### src/rtl/regfile_4x_sb.sv
// Four-entry register bank fed by a one-hot write decoder, with two bypassing
// combinational read ports and a pending-write scoreboard driving a stall request.
module regfile_4x_sb #(
    parameter int WIDTH    = 64,
    parameter int ZERO_REG = 3,
    parameter bit BYPASS   = 1'b1
) (
    input  logic             clk_i,
    input  logic             reset_i,
    input  logic [3:0]       wr_onehot_i,
    input  logic [WIDTH-1:0] wr_data_i,
    input  logic [1:0]       rd_addr_a_i,
    input  logic [1:0]       rd_addr_b_i,
    input  logic             rd_en_a_i,
    input  logic             rd_en_b_i,
    output logic [WIDTH-1:0] rd_data_a_o,
    output logic [WIDTH-1:0] rd_data_b_o,
    input  logic             issue_en_i,
    input  logic [1:0]       issue_addr_i,
    output logic [3:0]       pending_o,
    output logic             stall_o,
    output logic             onehot_err_o
);

    localparam logic [1:0] LP_ZERO_ADDR = 2'(ZERO_REG);
    localparam logic [3:0] LP_ZERO_MASK = 4'b0001 << ZERO_REG;

    // Zero or exactly one bit set.
    function automatic logic is_legal_sel(input logic [3:0] sel);
        return ((sel & (sel - 4'd1)) == 4'd0);
    endfunction

    logic [WIDTH-1:0] r_regs [4];
    logic [3:0]       r_pending;
    logic             r_err;

    logic             w_legal;
    logic [3:0]       w_wr_vec;
    logic [3:0]       w_issue_vec;
    logic [3:0]       w_pending_nxt;
    logic             w_pend_a;
    logic             w_pend_b;

    // Decode legal write and issue vectors; the zero register never takes part.
    always_comb begin
        w_legal     = is_legal_sel(wr_onehot_i);
        w_wr_vec    = 4'b0000;
        w_issue_vec = 4'b0000;
        if (w_legal) begin
            w_wr_vec = wr_onehot_i & ~LP_ZERO_MASK;
        end else begin
            w_wr_vec = 4'b0000;
        end
        if (issue_en_i) begin
            w_issue_vec = (4'b0001 << issue_addr_i) & ~LP_ZERO_MASK;
        end else begin
            w_issue_vec = 4'b0000;
        end
        // A same-cycle issue is the newer producer, so it wins over the clearing write.
        w_pending_nxt = (r_pending & ~w_wr_vec) | w_issue_vec;
    end

    // Register storage update.
    always_ff @(posedge clk_i) begin
        if (reset_i) begin
            for (int n = 0; n < 4; n++) begin
                r_regs[n] <= {WIDTH{1'b0}};
            end
        end else begin
            for (int n = 0; n < 4; n++) begin
                if (w_wr_vec[n]) begin
                    r_regs[n] <= wr_data_i;
                end
            end
        end
    end

    // Scoreboard and sticky multi-hot error flag.
    always_ff @(posedge clk_i) begin
        if (reset_i) begin
            r_pending <= 4'b0000;
            r_err     <= 1'b0;
        end else begin
            r_pending <= w_pending_nxt;
            r_err     <= r_err | ((wr_onehot_i != 4'b0000) & ~w_legal);
        end
    end

    // Read ports with optional write-through bypass.
    always_comb begin
        rd_data_a_o = r_regs[rd_addr_a_i];
        rd_data_b_o = r_regs[rd_addr_b_i];
        if (rd_addr_a_i == LP_ZERO_ADDR) begin
            rd_data_a_o = {WIDTH{1'b0}};
        end else if (BYPASS && w_wr_vec[rd_addr_a_i]) begin
            rd_data_a_o = wr_data_i;
        end else begin
            rd_data_a_o = r_regs[rd_addr_a_i];
        end
        if (rd_addr_b_i == LP_ZERO_ADDR) begin
            rd_data_b_o = {WIDTH{1'b0}};
        end else if (BYPASS && w_wr_vec[rd_addr_b_i]) begin
            rd_data_b_o = wr_data_i;
        end else begin
            rd_data_b_o = r_regs[rd_addr_b_i];
        end
    end

    // Stall when a used source is pending and not satisfied by this cycle's write.
    always_comb begin
        w_pend_a = r_pending[rd_addr_a_i] & ~(BYPASS & w_wr_vec[rd_addr_a_i]);
        w_pend_b = r_pending[rd_addr_b_i] & ~(BYPASS & w_wr_vec[rd_addr_b_i]);
        stall_o  = (rd_en_a_i & w_pend_a) | (rd_en_b_i & w_pend_b);
    end

    assign pending_o    = r_pending;
    assign onehot_err_o = r_err;

endmodule

### config.mk
export PLATFORM = sky130hd
export DESIGN_NAME = regfile_4x_sb
export DESIGN_NICKNAME = d
export VERILOG_FILES = /design/src/rtl/regfile_4x_sb.sv
export SDC_FILE = /design/constraint.sdc
export NUM_CORES = 1
export LEC_CHECK = 0
export ABC_AREA = 1
export BUFFER_PORTS_ARGS = -buffer_cell sky130_fd_sc_hd__buf_4
export CELL_PAD_IN_SITES_DETAIL_PLACEMENT = 1
export CELL_PAD_IN_SITES_GLOBAL_PLACEMENT = 1
export CORE_ASPECT_RATIO = 0.6
export CORE_MARGIN = 2
export CORE_UTILIZATION = 30
export DETAILED_ROUTE_END_ITERATION = 10
export GPL_TIMING_DRIVEN = 0
export PLACE_DENSITY_LB_ADDON = 0.1
export SLEW_MARGIN = 10
export SYNTH_ARGS = -nofsm -noshare
export SYNTH_HDL_FRONTEND = slang
export SYNTH_SLANG_ARGS = --single-unit
### constraint.sdc
create_clock -name clk_i -period 5.39 [get_ports clk_i]
set_input_delay 1.617 -clock clk_i [delete_from_list [all_inputs] [get_ports clk_i]]
set_output_delay 1.617 -clock clk_i [all_outputs]
set_load 0.05 [all_outputs]
# Word-level counts from Yosys, hierarchy flattened
# Memories as Yosys holds them, arrays and structs flattened.
# Index checks and enable logic that the tools add are counted.
# classes
add_sub_neg	1
magnitude_cmp	2
n_eq_ne	2
shift	1
muxes	32
bitwise_logic	18
n_reduce_logical	2
# ops
cell	count
two-way mux 64 bit	8
two-way mux 1 bit	18
AND 4 bit	2
binary-select mux 1 bit (select 2 bit)	4
less-than comparator 2 x 3 -> 1 bit (second input constant)	2
two-way mux 3 bit	2
bitwise OR 1 bit	6
AND 1 bit	5
equality test 2 bit (second input constant)	2
logical NOT 4 bit	1
inverter 3 -> 4 bit	1
bitwise OR 4 x 3 -> 4 bit	1
nonzero test 4 bit	1
subtractor 4 x 1 -> 4 bit (second input constant)	1
inverter 1 bit	3
left shift 1 x 2 -> 3 bit (first input constant)	1
# totals
register_bits	5
mem_bits_rw	256
inputBits	79
word_cells	61
n_memories	1
# memory_table
name	depth	width	rd	rd_ports_with_merged_regs	write_ports	line	text
r_regs	4	64	2	0	4	33	logic [WIDTH-1:0] r_regs [4];

# Depth between registers and ports, before layout
# Gate-level depths: netlist of the first run.
# logic_depth
ltp_word	10
mapped_depth	10

# Least setup slack after synthesis of the first run
# No wires, ideal clock.
# synth_timing
path_type	input to output
start	input port rd_addr_b_i[1]
end	output port stall_o
t_arrival_ps	3023
required_ps	3773
slack_ps	750
cell_stages	7
path_buffers	2
cell_sequence	inv_1 > buf_2 > clkbuf_1 > o21ai_0 > nor2_1 > o21ai_0 > o21ai_1
# synth_between
elab_chain_len	6
# synth_rtl
item	line	text
from (decl)	13	input logic [1:0] rd_addr_b_i,
binary-select mux 1 bit (select 2 bit)	112	w_pend_b = r_pending[rd_addr_b_i] & ~(BYPASS & w_wr_vec[rd_addr_b_i]);
two-way mux 1 bit (implied by the code)	112	
inverter 1 bit	112	
AND 1 bit (*)	112	
AND 1 bit (*)	113	stall_o = (rd_en_a_i & w_pend_a) | (rd_en_b_i & w_pend_b);
bitwise OR 1 bit (*)	113	
to (decl)	21	output logic stall_o,
# Every way passes the cells marked *; elsewhere a longest branch is shown, timed or not. The select of a mux whose other input is x is not followed.

# Worst setup path in the final report of the first run
# layout_timing
start	input port rd_addr_b_i[0]
end	output port rd_data_b_o[53]
# layout_between
elab_chain_len	4
# layout_rtl
item	line	text
binary-select mux 1 bit (select 2 bit)	102	end else if (BYPASS && w_wr_vec[rd_addr_b_i]) begin
two-way mux 1 bit (implied by the code)	102	
two-way mux 64 bit	102	
two-way mux 64 bit (*)	100	if (rd_addr_b_i == LP_ZERO_ADDR) begin
to (decl)	17	output logic [WIDTH-1:0] rd_data_b_o,
# Marked as above.

==> impl_metrics.tcl, run 1 <==
set metrics [dict create \
    critical-path-slowest-cell "sky130_fd_sc_hd__clkbuf_1" \
    timing.clock.skew_ns 0 \
    post_dp_cell_area_um2 14500 \
    ff2ff_setup_slack_ns 4.71 \
    place_congestion 0.800 \
    seq_total_area_yosys 0.480 \
    die_x_um 264 \
    io_buffers 211 \
    worst_ir_drop_vdd_mv 0.195 \
    cpLargestDelayFamily "buffers and inverters" \
    start_util 0.303 \
    hold_path.startpoint "onehot_err_o" \
    regToRegEndpoint "pending_o[0]" \
    crit_required_ns 3.77 \
    routed_wirelength_mm 47.5 \
    drt-vias-per-instance 4.99 \
    netlist_instances 1590 \
    timing.final.hold_violations 0 \
    die_outline_area_um2 42300 \
    cts_hold_buffers 0 \
    finalSetupTns_ns 0 \
    post_cts_resized 0 \
    place_hpwl_mm 32.8 \
    number_of_cells_on_the_worst_hold_path 2 \
    h-tree-depth 4 \
    drv.max_cap_violation_count 0 \
    clkTransAtPathRegs_ns 0.07 \
    clock_sinks 196 \
    grt_max_degree 46 \
    post-cts-setup-buffers 0 \
    ctsRootBufferMaster "sky130_fd_sc_hd__clkbuf_16" \
    area_growth_pct 23.9 \
    netlist-cell-type-count 28 \
    grt_overflow_total 0 \
    pwr_density_cell_nw_per_um2 288 \
    fin_hold_ws_ns 0.470 \
    finalCritPeriodShare 0.984 \
    via_count 11819 \
    startpoint_type "input pin" \
    setup_viol 0 \
    postSynth.asyncResetShare 0 \
    finalInstanceArea_um2 15100 \
    endpoint_kind "primary output" \
    grt_first_pass_wirelength_mm 72.7 \
    cp.buffers_inverters 6 \
    crit_path_max_incr_delay_ns 0.60 \
    first_global_vias 12176 \
    drtIter0Drc 830 \
    setup.worst_path.class "in -> out" \
    worst_path_cell_trace "buf_4 > inv_2 > clkbuf_1 > clkbuf_1 > o21ai_0 > nand3_1 > nand2_1 > inv_1 > buf_4" \
    total_inserted_antenna_cells 0 \
    yosys_most_used_dff "sky130_fd_sc_hd__edfxtp_1" \
    num_io_pins 213 \
    drcViolationCount 0 \
    crit_path_max_fanout 10 \
    rsz0062_at_grt "false" \
    insertion_delay_ns 0.45 \
    timing.reg2reg.worst_path_depth 2 \
    maxSlewViolCount 0 \
    clock_tree_from_tritoncts "done" \
    max_root_sink_buffers 2 \
    slew_headroom 0.483 \
    die_h_um 160 \
    leakagePower_nw 7.20 \
    postSynthAreaPerCell_um2 7.66 \
    timing.critical_path.arrival_ns 3.68 \
    ys_warn_count 0 \
    drtPass1Iterations 5 \
    finalNetCount 1902 \
    hold_end "onehot_err_o" \
    syn_nets 1669 \
    syn_area_um2 12200 \
    worst_hold_path_type "reg -> reg" \
    grt_util_all_layers 0.224 \
    tightestPinTransition_ns 0.775 \
    number_of_antenna_violations_at_the_first_check_in_global_routing 0 \
    outcome "complete, no violations" \
    proportion_of_layout_cells_with_a_drive_suffix_above_1 0.188 \
    ys_seq_elements 196 \
    synth_edf_count 192 \
    number_of_placement_rows 57 \
    core_um2 40200 \
    r2r-start "pending_o[0]" \
    max_clock_freq_mhz 189 \
    route.antenna.remaining_nets 0 \
    wl_per_cell_um 20.1 \
    finalCriticalPeriod_ns 5.30 \
    tritoncts.num_buffers 17 \
]
==> worst max-delay path by stage <==
stage,from,end,slack (ns),cells after the start
detailed placement,rd_addr_b_i[0],rd_data_b_o[53],0.18,9
global route,rd_addr_b_i[0],rd_data_b_o[19],0.04,9
floorplan,rd_addr_b_i[1],stall_o,0.75,7
global placement,wr_onehot_i[2],r_regs[1][29],0.09,4
CTS,rd_addr_b_i[0],rd_data_b_o[53],0.17,9
finish,rd_addr_b_i[0],rd_data_b_o[53],0.09,9
==> routing by layer <==
metal	track usage	up-vias	wire, um
met4	0.0529	0	648
li1	-	5621	-
met3	0.0253	42	1660
met2	0.361	250	21700
met1	0.322	5906	23500
met5	0	-	0
==> cell type report <==
cell class                 instances  area (um2)
buffer                           116         743
sequential                       196        5850
clock inverter                    14         136
timing repair buffer             214        1660
clock buffer                      18         429
fill                            4959       25100
tap                              531         664
multi-input combinational       1010        4610
inverter                         268        1010
==> cells in the final DEF (no fill, tap or decap), types with 2 or more instances in the layout <==
cell,count
sky130_fd_sc_hd__edfxtp_1,192
sky130_fd_sc_hd__buf_16,2
sky130_fd_sc_hd__clkbuf_1,44
sky130_fd_sc_hd__buf_6,26
sky130_fd_sc_hd__buf_2,22
sky130_fd_sc_hd__o21ai_1,35
sky130_fd_sc_hd__dfxtp_1,4
sky130_fd_sc_hd__nor2_2,15
sky130_fd_sc_hd__clkbuf_2,2
sky130_fd_sc_hd__bufinv_16,2
sky130_fd_sc_hd__a21oi_1,5
sky130_fd_sc_hd__clkinvlp_4,5
sky130_fd_sc_hd__nor2_1,182
sky130_fd_sc_hd__clkinv_2,2
sky130_fd_sc_hd__nand3_4,3
sky130_fd_sc_hd__nand2_1,268
sky130_fd_sc_hd__clkinv_1,4
sky130_fd_sc_hd__nand3_1,132
sky130_fd_sc_hd__buf_4,233
sky130_fd_sc_hd__nand4_1,5
sky130_fd_sc_hd__o21ai_0,353
sky130_fd_sc_hd__clkbuf_16,17
sky130_fd_sc_hd__nand2_4,4
sky130_fd_sc_hd__inv_1,262
sky130_fd_sc_hd__nand2_2,2
sky130_fd_sc_hd__inv_2,5
==> metrics by stage <==
stage               power, mW  setup WS (ns)  instances   util
finish                   4.35         0.0886       2367  0.375
global route             4.53         0.0412       2367  0.375
CTS                      4.38          0.169       2367  0.375
detailed placement       3.10          0.177       2335  0.361
global placement         3.08         0.0901       2332  0.359
floorplan                2.66          0.750       1590      -
==> cells by family (layout without fill, tap and decap cells) <==
kind of cell,Yosys count,count (layout),share of synthesized area
compound gates,394,394,0.163
other cells,1,1,0.000308
buf+inv,384,630,0.144
flops,196,196,0.480
simple gates,615,615,0.213
==> state kept, by name, summed over array words and instances, names as in the netlist <==
register	cells
r_regs	192
onehot_err_o	1
pending_o	3
==> worst reg2reg max path, delay by kind of cell (launching register included) <==
family | cells | cell delay (ns)
compound gates | 1 | 0.13
flops | 1 | 0.40
simple gates | 1 | 0.08
==> power by group <==
group / total (mW) / switching (mW) / internal (mW)
combinational: 1.22 / 0.877 / 0.348
sequential: 1.83 / 0.0434 / 1.79
clock: 1.29 / 0.613 / 0.679
==> cells in the mapped netlist (2+ instances only) <==
| cell type | n | area share |
|---|---|---|
| sky130_fd_sc_hd__nor2_2 | 15 | 0.0077 |
| sky130_fd_sc_hd__nand3_4 | 3 | 0.0043 |
| sky130_fd_sc_hd__nor2_1 | 182 | 0.056 |
| sky130_fd_sc_hd__inv_2 | 5 | 0.0015 |
| sky130_fd_sc_hd__inv_1 | 262 | 0.081 |
| sky130_fd_sc_hd__nand2_2 | 2 | 0.0010 |
| sky130_fd_sc_hd__nand3_1 | 132 | 0.054 |
| sky130_fd_sc_hd__o21ai_0 | 353 | 0.15 |
| sky130_fd_sc_hd__a21oi_1 | 5 | 0.0021 |
| sky130_fd_sc_hd__clkbuf_2 | 2 | 0.00082 |
| sky130_fd_sc_hd__edfxtp_1 | 192 | 0.47 |
| sky130_fd_sc_hd__clkbuf_1 | 43 | 0.013 |
| sky130_fd_sc_hd__o21ai_1 | 35 | 0.014 |
| sky130_fd_sc_hd__buf_6 | 26 | 0.024 |
| sky130_fd_sc_hd__nand2_1 | 271 | 0.083 |
| sky130_fd_sc_hd__nand4_1 | 5 | 0.0026 |
| sky130_fd_sc_hd__buf_2 | 22 | 0.0090 |
| sky130_fd_sc_hd__buf_4 | 22 | 0.014 |
| sky130_fd_sc_hd__dfxtp_1 | 4 | 0.0066 |
No activity file was read; power rests on OpenSTA's default activity.
==> run 2: changes to the inputs <==
--- a/config.mk
+++ b/config.mk
@@ -11,7 +11,7 @@
 export CELL_PAD_IN_SITES_GLOBAL_PLACEMENT = 1
 export CORE_ASPECT_RATIO = 0.6
 export CORE_MARGIN = 2
-export CORE_UTILIZATION = 30
+export CORE_UTILIZATION = 45
 export DETAILED_ROUTE_END_ITERATION = 10
 export GPL_TIMING_DRIVEN = 0
 export PLACE_DENSITY_LB_ADDON = 0.1
==> run 2 against run 1 <==
Effect of this change: clock-buffer cell count is the same; clock power is 7% higher; critical path depth stayed put; utilization rose by 19 points; via count increased by 4.3%; combinational power hardly changed; clock skew did not move; die area decreased by 33%; sequential share of layout area up 0.41 points; sequential cell count did not move.
==> impl_metrics.tcl, run 2 (synthesized netlist as in run 1, its figures left out) <==
set metrics [dict create \
    critical-path-slowest-cell "sky130_fd_sc_hd__clkbuf_1" \
    drt-vias-per-instance 5.61 \
    largest_register_ff_count 192 \
    die_h_um 131 \
    total_inserted_antenna_cells 0 \
    top_register "r_regs" \
    drtPass1Iterations 7 \
    area_growth_pct 22.6 \
    finalCriticalPeriod_ns 5.28 \
    cts_hold_buffers 0 \
    place_hpwl_mm 32.5 \
    crit_path_max_fanout 10 \
    leakagePower_nw 7.24 \
    core_um2 26500 \
    worst_ir_drop_vdd_mv 0.248 \
    route.antenna.remaining_nets 0 \
    ff2ff_setup_slack_ns 4.57 \
    clock_tree_from_tritoncts "done" \
    crit_path_max_incr_delay_ns 0.56 \
    wl_per_cell_um 20.8 \
    timing.clock.skew_ns 0 \
    mostFrequentLayoutCells "353 x sky130_fd_sc_hd__o21ai_0, 268 x sky130_fd_sc_hd__nand2_1, 262 x sky130_fd_sc_hd__inv_1, 233 x sky130_fd_sc_hd__buf_4, 192 x sky130_fd_sc_hd__edfxtp_1" \
    cp.buffers_inverters 6 \
    io_buffers 211 \
    worst_path_cell_trace "buf_4 > inv_2 > clkbuf_1 > clkbuf_1 > o21ai_0 > nand3_1 > nand2_1 > inv_1 > buf_4" \
    finalSetupTns_ns 0 \
    first_global_vias 12660 \
    number_of_placement_rows 46 \
    grt_overflow_total 0 \
    max_root_sink_buffers 2 \
    die_x_um 216 \
    clkTransAtPathRegs_ns 0.07 \
    pwr_density_cell_nw_per_um2 298 \
    proportion_of_layout_cells_with_a_drive_suffix_above_1 0.188 \
    startpoint_type "input pin" \
    endpoint_kind "primary output" \
    start_util 0.459 \
    timing.critical_path.arrival_ns 3.67 \
    tightestPinTransition_ns 0.738 \
    most_common_cell_after_layout_fill_and_taps_aside "sky130_fd_sc_hd__o21ai_0" \
    timing.final.hold_violations 0 \
    max_clock_freq_mhz 189 \
    setup.worst_path.class "in -> out" \
    drcViolationCount 0 \
    finalNetCount 1902 \
    maxSlewViolCount 0 \
    ctsRootBufferMaster "sky130_fd_sc_hd__clkbuf_16" \
    tritoncts.num_buffers 17 \
    crit_required_ns 3.77 \
    grt_util_all_layers 0.319 \
    insertion_delay_ns 0.44 \
    post-cts-setup-buffers 0 \
    cpLargestDelayFamily "buffers and inverters" \
    drv.max_cap_violation_count 0 \
    h-tree-depth 4 \
    number_of_antenna_violations_at_the_first_check_in_global_routing 0 \
    post_cts_resized 0 \
    routed_wirelength_mm 45.7 \
    worst_hold_path_type "reg -> reg" \
    num_io_pins 213 \
    grt_max_degree 50 \
    die_outline_area_um2 28400 \
    finalCritPeriodShare 0.980 \
    via_count 12324 \
    place_congestion 0.839 \
    drtIter0Drc 1116 \
    setup_viol 0 \
    slew_headroom 0.508 \
    fin_hold_ws_ns 0.507 \
    outcome "complete, no violations" \
    clock_sinks 196 \
    rsz0062_at_grt "false" \
    grt_first_pass_wirelength_mm 70.6 \
]
run 2: cell count changes in the layout (fill, tap and decap cells not counted):
| cell | previous run | this run |
|---|---|---|
| sky130_fd_sc_hd__buf_12 | 1 | 0 |
| sky130_fd_sc_hd__buf_16 | 2 | 3 |
| sky130_fd_sc_hd__bufinv_16 | 2 | 4 |
| sky130_fd_sc_hd__clkinv_4 | 1 | 3 |
| sky130_fd_sc_hd__clkinvlp_4 | 5 | 1 |
run 2: final timing paths:
kind                            depth (start not counted)            from              end
worst min-delay path                                    2    onehot_err_o     onehot_err_o
worst max-delay path                                    9  rd_addr_b_i[0]  rd_data_b_o[58]
worst max register to register                          2    pending_o[1]     pending_o[1]
worst min register to register                          2    onehot_err_o     onehot_err_o
run 2: per-layer routing:
metal  track usage  up-vias  wire length, um
li1              -     5618                -
met1         0.453     6039            20000
met2         0.508      587            21200
met3        0.0461       80             3530
met4        0.0959        0              907
met5             0        -                0
run 2: worst register-to-register path, stage by stage (launching register included):
cell	delay [ns]
sky130_fd_sc_hd__dfxtp_1	0.43
sky130_fd_sc_hd__nand2_1	0.12
sky130_fd_sc_hd__a21oi_1	0.19
run 2: per-stage QoR:
stage / util / instances / worst slack [ns] / total power [mW] / cell area [um2]
2_1_floorplan: - / 1590 / 0.750 / 2.66 / 12200
3_3_place_gp: 0.536 / 2161 / 0.322 / 3.05 / 14200
3_5_place_dp: 0.540 / 2164 / 0.232 / 3.09 / 14300
4_1_cts: 0.563 / 2196 / 0.219 / 4.44 / 14900
5_1_grt: 0.563 / 2196 / 0.0529 / 4.59 / 14900
6_report: 0.563 / 2196 / 0.106 / 4.45 / 14900
run 2: power breakdown:
group          switching (mW)  internal [mW]
Clock                   0.603          0.775
Sequential             0.0489           1.79
Combinational           0.887          0.349
run 2: layout make-up:
type / count / area, um2
Multi-Input combinational cell: 1010 / 4610
Fill cell: 3386 / 11600
Sequential cell: 196 / 5850
Clock buffer: 18 / 429
Clock inverter: 14 / 184
Buffer: 116 / 743
Inverter: 268 / 1010
Timing Repair Buffer: 214 / 1670
Tap cell: 360 / 450
